<file path="config.mk">
export PLATFORM = sky130hd
export DESIGN_NAME = cpu_control
export DESIGN_NICKNAME = d
export VERILOG_FILES = /design/src/rtl/cpu_control.sv
export SDC_FILE = /design/constraint.sdc
export NUM_CORES = 1
export LEC_CHECK = 0
export ABC_AREA = 0
export CORE_UTILIZATION = 42
export CTS_CLUSTER_DIAMETER = 60
export DETAILED_ROUTE_END_ITERATION = 12
export PLACE_DENSITY_LB_ADDON = 0.3
export SLEW_MARGIN = 30
export SYNTH_ARGS = -nofsm -noshare
export SYNTH_HDL_FRONTEND = slang
export SYNTH_SLANG_ARGS = --single-unit
</file>
<file path="constraint.sdc">
create_clock -name Clock -period 4.05 [get_ports Clock]
set_input_delay 0.81 -clock Clock [delete_from_list [all_inputs] [get_ports Clock]]
set_output_delay 0.81 -clock Clock [all_outputs]
set_load 0.05 [all_outputs]
</file>
<file path="src/rtl/cpu_control.sv">
// Multicycle CPU control unit: fetch/execute sequencer with memory handshake,
// conditional branches, link-register calls, a single vectored interrupt and HALT.

package cpu_control_pkg;

  typedef enum logic [3:0] {
    AluAdd  = 4'd0,
    AluSub  = 4'd1,
    AluAnd  = 4'd2,
    AluOr   = 4'd3,
    AluXor  = 4'd4,
    AluShl  = 4'd5,
    AluShr  = 4'd6,
    AluAdc  = 4'd7,
    AluPass = 4'd8
  } alu_functions_t;

  typedef enum logic [1:0] {Pc1, PcAluOut, PcLr, PcInt} pc_sel_t;
  typedef enum logic {Op1Rd1, Op1Pc} op1_sel_t;
  typedef enum logic [1:0] {Op2Rd2, Op2Imm, Op2Zero} op2_sel_t;
  typedef enum logic {ImmShort, ImmLong} imm_sel_t;
  typedef enum logic {WdAlu, WdSys} wd_sel_t;
  typedef enum logic {Rs1Rd, Rs1Ra} rs1_sel_t;
  typedef enum logic {LrPc, LrSys} lr_sel_t;
  typedef enum logic {RwRd, RwWr} rw_sel_t;
  typedef enum logic {FlagAlu, FlagSys} flag_sel_t;

endpackage

module cpu_control
  import cpu_control_pkg::*;
(
  input  logic           Clock,
  input  logic           Reset,
  input  logic [7:0]     Opcode,
  input  logic [3:0]     Flags,
  input  logic           IntReq,
  input  logic           MemReady,
  output alu_functions_t AluOp,
  output pc_sel_t        PcSel,
  output op1_sel_t       Op1Sel,
  output op2_sel_t       Op2Sel,
  output imm_sel_t       ImmSel,
  output wd_sel_t        WdSel,
  output rs1_sel_t       Rs1Sel,
  output lr_sel_t        LrSel,
  output rw_sel_t        RwSel,
  output flag_sel_t      FlagSel,
  output logic           FlagListen,
  output logic           AluEn,
  output logic           AluWe,
  output logic           LrEn,
  output logic           LrWe,
  output logic           PcEn,
  output logic           PcWe,
  output logic           IrWe,
  output logic           RegWe,
  output logic           MemEn,
  output logic           CFlag,
  output logic           AddrLatch,
  output logic           MemRd,
  output logic           MemWr,
  output logic           IntAck,
  output logic           Illegal,
  output logic           Halted
);

  typedef enum logic [3:0] {
    StFetchA, StFetchD, StExec, StMemA, StMemRd, StStPrep, StMemWr, StInt, StHalt
  } state_t;

  state_t     stateQ;
  logic [3:0] flagsQ;
  logic       ieQ;
  logic       intTake;
  logic       condTrue;
  logic       unusedFlags;

  assign intTake    = IntReq && ieQ;
  assign CFlag      = flagsQ[1];
  assign RwSel      = RwRd;
  assign FlagSel    = FlagAlu;
  assign FlagListen = 1'b0;
  // V is captured with the rest of the flags but no branch condition tests it.
  assign unusedFlags = flagsQ[3];

  // Branch condition from the stored flags (never the live ALU flags).
  always_comb begin
    condTrue = 1'b0;
    case (Opcode[2:0])
      3'd0:    condTrue = 1'b1;
      3'd1:    condTrue = flagsQ[0];
      3'd2:    condTrue = !flagsQ[0];
      3'd3:    condTrue = flagsQ[1];
      3'd4:    condTrue = !flagsQ[1];
      3'd5:    condTrue = flagsQ[2];
      3'd6:    condTrue = !flagsQ[2];
      default: condTrue = 1'b0;
    endcase
  end

  // Sequencer state, stored flags and interrupt enable.
  always_ff @(posedge Clock) begin
    if (Reset) begin
      stateQ <= StFetchA;
      flagsQ <= 4'b0000;
      ieQ    <= 1'b1;
    end else begin
      case (stateQ)
        StFetchA: stateQ <= intTake ? StInt : StFetchD;
        StFetchD: if (MemReady) stateQ <= StExec;
        StExec: begin
          if (!Opcode[7]) begin
            flagsQ <= Flags;
            stateQ <= StFetchA;
          end else if (!Opcode[6]) begin
            stateQ <= StMemA;
          end else begin
            stateQ <= StFetchA;
            if (Opcode[5:3] == 3'b011) ieQ <= 1'b1;
            if (Opcode[5:3] == 3'b100) stateQ <= StHalt;
          end
        end
        StMemA:   stateQ <= Opcode[5] ? StStPrep : StMemRd;
        StMemRd:  if (MemReady) stateQ <= StFetchA;
        StStPrep: stateQ <= StMemWr;
        StMemWr:  if (MemReady) stateQ <= StFetchA;
        StInt: begin
          ieQ    <= 1'b0;
          stateQ <= StFetchA;
        end
        StHalt:   if (intTake) stateQ <= StInt;
        default:  stateQ <= StFetchA;
      endcase
    end
  end

  // Datapath controls decoded from the current state, IR and handshakes.
  always_comb begin
    AluOp     = AluAdd;
    PcSel     = Pc1;
    Op1Sel    = Op1Rd1;
    Op2Sel    = Op2Rd2;
    ImmSel    = ImmShort;
    WdSel     = WdAlu;
    Rs1Sel    = Rs1Rd;
    LrSel     = LrPc;
    AluEn     = 1'b0;
    AluWe     = 1'b0;
    LrEn      = 1'b0;
    LrWe      = 1'b0;
    PcEn      = 1'b0;
    PcWe      = 1'b0;
    IrWe      = 1'b0;
    RegWe     = 1'b0;
    MemEn     = 1'b0;
    AddrLatch = 1'b0;
    MemRd     = 1'b0;
    MemWr     = 1'b0;
    IntAck    = 1'b0;
    Illegal   = 1'b0;
    Halted    = 1'b0;
    if (!Reset) begin
      case (stateQ)
        StFetchA: begin
          if (!intTake) begin
            PcEn      = 1'b1;
            AddrLatch = 1'b1;
          end
        end
        StFetchD: begin
          MemEn = 1'b1;
          MemRd = 1'b1;
          if (MemReady) begin
            IrWe = 1'b1;
            PcWe = 1'b1;
          end
        end
        StExec: begin
          if (!Opcode[7]) begin
            AluOp = alu_functions_t'({1'b0, Opcode[5:3]});
            RegWe = 1'b1;
            if (Opcode[6]) Op2Sel = Op2Imm;
          end else if (!Opcode[6]) begin
            Rs1Sel = Rs1Ra;
            Op2Sel = Op2Imm;
            AluWe  = 1'b1;
          end else begin
            case (Opcode[5:3])
              3'b000, 3'b001: begin
                // Opcode[3] set means BL: unconditional, plus link save.
                if (Opcode[3] || condTrue) begin
                  Op1Sel = Op1Pc;
                  Op2Sel = Op2Imm;
                  ImmSel = ImmLong;
                  PcSel  = PcAluOut;
                  PcWe   = 1'b1;
                end
                if (Opcode[3]) LrWe = 1'b1;
              end
              3'b010, 3'b011: begin
                PcSel = PcLr;
                PcWe  = 1'b1;
              end
              3'b100: begin
              end
              default: Illegal = 1'b1;
            endcase
          end
        end
        StMemA: begin
          AluEn     = 1'b1;
          AddrLatch = 1'b1;
        end
        StMemRd: begin
          MemEn = 1'b1;
          MemRd = 1'b1;
          if (MemReady) begin
            WdSel = WdSys;
            RegWe = 1'b1;
          end
        end
        StStPrep: begin
          Op2Sel = Op2Zero;
          AluWe  = 1'b1;
        end
        StMemWr: begin
          AluEn = 1'b1;
          MemWr = 1'b1;
        end
        StInt: begin
          PcEn   = 1'b1;
          LrSel  = LrSys;
          LrWe   = 1'b1;
          PcSel  = PcInt;
          PcWe   = 1'b1;
          IntAck = 1'b1;
        end
        StHalt:  Halted = 1'b1;
        default: begin
        end
      endcase
    end
  end

endmodule

</file>
==> qor.yml <==
syn_area_per_cell_um2: 6.61
initial_core_util_pct: 45.3
grt_use_met1_pct: 27.3
rrSetupSlack_ns: 2.14
synth_cell_type_count: 42
hold_end: "flagsQ[2]"
cp-start-kind: "input pin"
clk_path_buf_depth: 2
r2r_start: "stateQ[1]"
drtAntennaViolNets: 0
wirelength_um: 2530
crit_fanout: 4
met2_usage_pct: 38.9
post_cts_buffers: 0
hold_buffers: 0
critPathTopFamily: "buffers and inverters"
antennaDiodeCount: 0
seq_area_frac_synth_pct: 17.8
grt_usage_pct: 23.0
maxCapViolations: 0
grt_max_degree: 21
synthCells: 136
rsz0062_at_grt: "no"
crit_arrival_ns: 2.81
die_h_um: 48.3
antenna_found_initial: 0
ys_ff_latch: 8
final_hold_viol_count: 0
syn2layout_area_growth_pct: 46.8
numCtsBuffers: 3
max_slew_margin_pct: 62.0
crit_buf_inv: 2
fin_worst_skew_ns: 0.00449
fin_nets: 187
drv_slew: 0
layout_common_cells: "clkdlybuf4s50_1 (27), nor2_1 (18), buf_4 (12)"
p_per_area_nw_per_um2: 432
final_cell_area_um2: 1320
gr-total-overflow: 0
drc: 0
dieWidth_um: 48.3
min_path_cells: 2
clk_latency_ns: 0.25
grt_pass1_vias: 907
status: "completed"
fillers: 164
worstSetupEndpointType: "output pin"
hp-start: "flagsQ[2]"
vias: 1092
tns_ns: 0
ff2ff_path_depth: 4
r2r-end: "stateQ[3]"
critical_path_required_ns: 3.24
crit_path_cell_trace: "clkdlybuf4s50_1 > nand2_1 > nand2_1 > a2111oi_1 > clkdlybuf4s50_1"
post_route_cells_drive_above_1_share_pct: 16.0
busiest_layer: "met2"
io_buffers: 41
tightest_slew_ns: 0.570
hpwl_um: 1980
clock-sinks: 8
io_pins: 48
place_congestion: 0.889
grt_pass1_wl_um: 3770
dp_cells: 193
fmax_mhz: 276
syn_area_um2: 898
cts_root_buf: "clkbuf_4"
setup_viol: 0
place_area_um2: 1300
setup_slack_ns: 0.425
worstSetupPathType: "in -> out"
clkTransAtPathRegs_ns: 0.05
drt_first_pass_iters: 4
preCtsSetupSlack_ns: 0.440
viasPerCell: 5.57
htree_levels: 1
rows: 16
cp_num_cells: 5
peakVddDrop_mv: 0.525
post-route-min-period_ns: 3.62
yosysWarnings: 0
post-route-period-util_pct: 89.5
die_area_um2: 2330
coreArea_um2: 1980
critical-path-max-stage-delay_ns: 0.87
post_cts_resized: 0
final_common_cell: "clkdlybuf4s50_1"
met3_usage_pct: 7.04
cp_slowest_cell: "clkdlybuf4s50_1"
wl_per_cell_um: 12.9
cts_tree: "built"
final_cells: 196
leakagePower_nw: 0.526
min_path_type: "reg -> reg"
drtIter0Drc: 30
==> per-stage QoR <==
step / hold slack (ns) / util, % / total power (W)
after CTS: 0.503 / 66.5 / 0.000571
after global placement: 0.479 / 65.4 / 0.000506
after global routing: 0.515 / 66.5 / 0.000616
final: 0.500 / 66.5 / 0.000570
after floorplan: 0.463 / - / 0.000423
after detailed placement: 0.493 / 65.4 / 0.000509
==> cell type report <==
class | instances | area [um2] | share of cell area, %
multi-input combinational | 111 | 631 | 47.8
timing repair buffer | 44 | 460 | 34.9
sequential | 8 | 160 | 12.1
tap | 27 | 33.8 | 2.56
clock buffer | 3 | 22.5 | 1.71
inverter | 3 | 11.3 | 0.854
==> cells in the mapped netlist <==
master | n | area share [%]
nor2_1 | 18 | 7.5
buf_4 | 8 | 6.7
xor2_1 | 1 | 0.98
o21ai_1 | 2 | 1.1
a32oi_1 | 2 | 2.0
dfxtp_1 | 8 | 18
or2_1 | 1 | 0.70
o21ai_0 | 6 | 3.3
a22oi_1 | 1 | 0.84
o32ai_1 | 1 | 0.98
nand2b_1 | 5 | 3.5
or3_1 | 1 | 0.70
nand3b_1 | 2 | 1.7
a31oi_1 | 2 | 1.4
inv_1 | 3 | 1.3
clkbuf_1 | 8 | 3.3
o221ai_1 | 1 | 0.98
or3b_2 | 1 | 0.98
o21bai_1 | 1 | 0.84
a32o_1 | 1 | 1.1
and4b_1 | 1 | 1.1
buf_6 | 2 | 2.5
nor4_1 | 3 | 2.1
and3_1 | 4 | 2.8
and3b_1 | 1 | 0.98
o211ai_1 | 2 | 1.7
or2_2 | 3 | 2.1
or4b_4 | 1 | 1.5
conb_1 | 1 | 0.42
a2111oi_0 | 1 | 0.98
or3_4 | 1 | 1.3
nor2b_1 | 3 | 2.1
nand2_1 | 10 | 4.2
a211oi_1 | 1 | 0.84
o22ai_1 | 2 | 1.4
and2_1 | 2 | 1.4
nor3_1 | 9 | 5.0
nand3_1 | 3 | 1.7
a31o_2 | 1 | 0.98
a21oi_1 | 10 | 5.6
a221oi_1 | 1 | 0.98
a21boi_0 | 1 | 0.84
==> cell families after synthesis <==
family	after synthesis	share of synthesized area, %
buffers and inverters	21	13.8
AND/OR/NAND/NOR	69	41.2
AO/OA/AOI/OAI	36	25.8
XOR/XNOR	1	0.975
other	1	0.417
flip-flops	8	17.8
==> worst max-delay path by stage <==
stage / startpoint / endpoint / slack, ns
after detailed placement: IntReq / AddrLatch / 0.44
after global routing: IntReq / AddrLatch / 0.29
after global placement: IntReq / AddrLatch / 0.47
after floorplan: IntReq / AddrLatch / 0.45
after CTS: IntReq / AddrLatch / 0.44
final: IntReq / AddrLatch / 0.43
==> routing by layer <==
layer  wire length (um)  vias to the layer above
li1                   -                      547
met3                195                        2
met4                 14                        0
met2               1280                       51
met1               1050                      492
met5                  0                        -
==> state kept, by name (all words and copies together) (netlist names) <==
name    cells
flagsQ      3
ieQ         1
stateQ      4
==> where the power goes <==
group	internal, W	leakage, nW	switching (W)
combinational	0.000134	0.447	0.000228
clock	0.0000338	0.0138	0.0000257
sequential	0.0000952	0.0654	0.0000534
total	0.000263	0.526	0.000307
==> worst register-to-register path, cell delays in order (launching register included) <==
cell	delay, ns
dfxtp_1	0.68
or4b_4	0.60
or2_1	0.30
nor2_1	0.13
a32o_1	0.14
No activity file was read; power rests on OpenSTA's default activity.
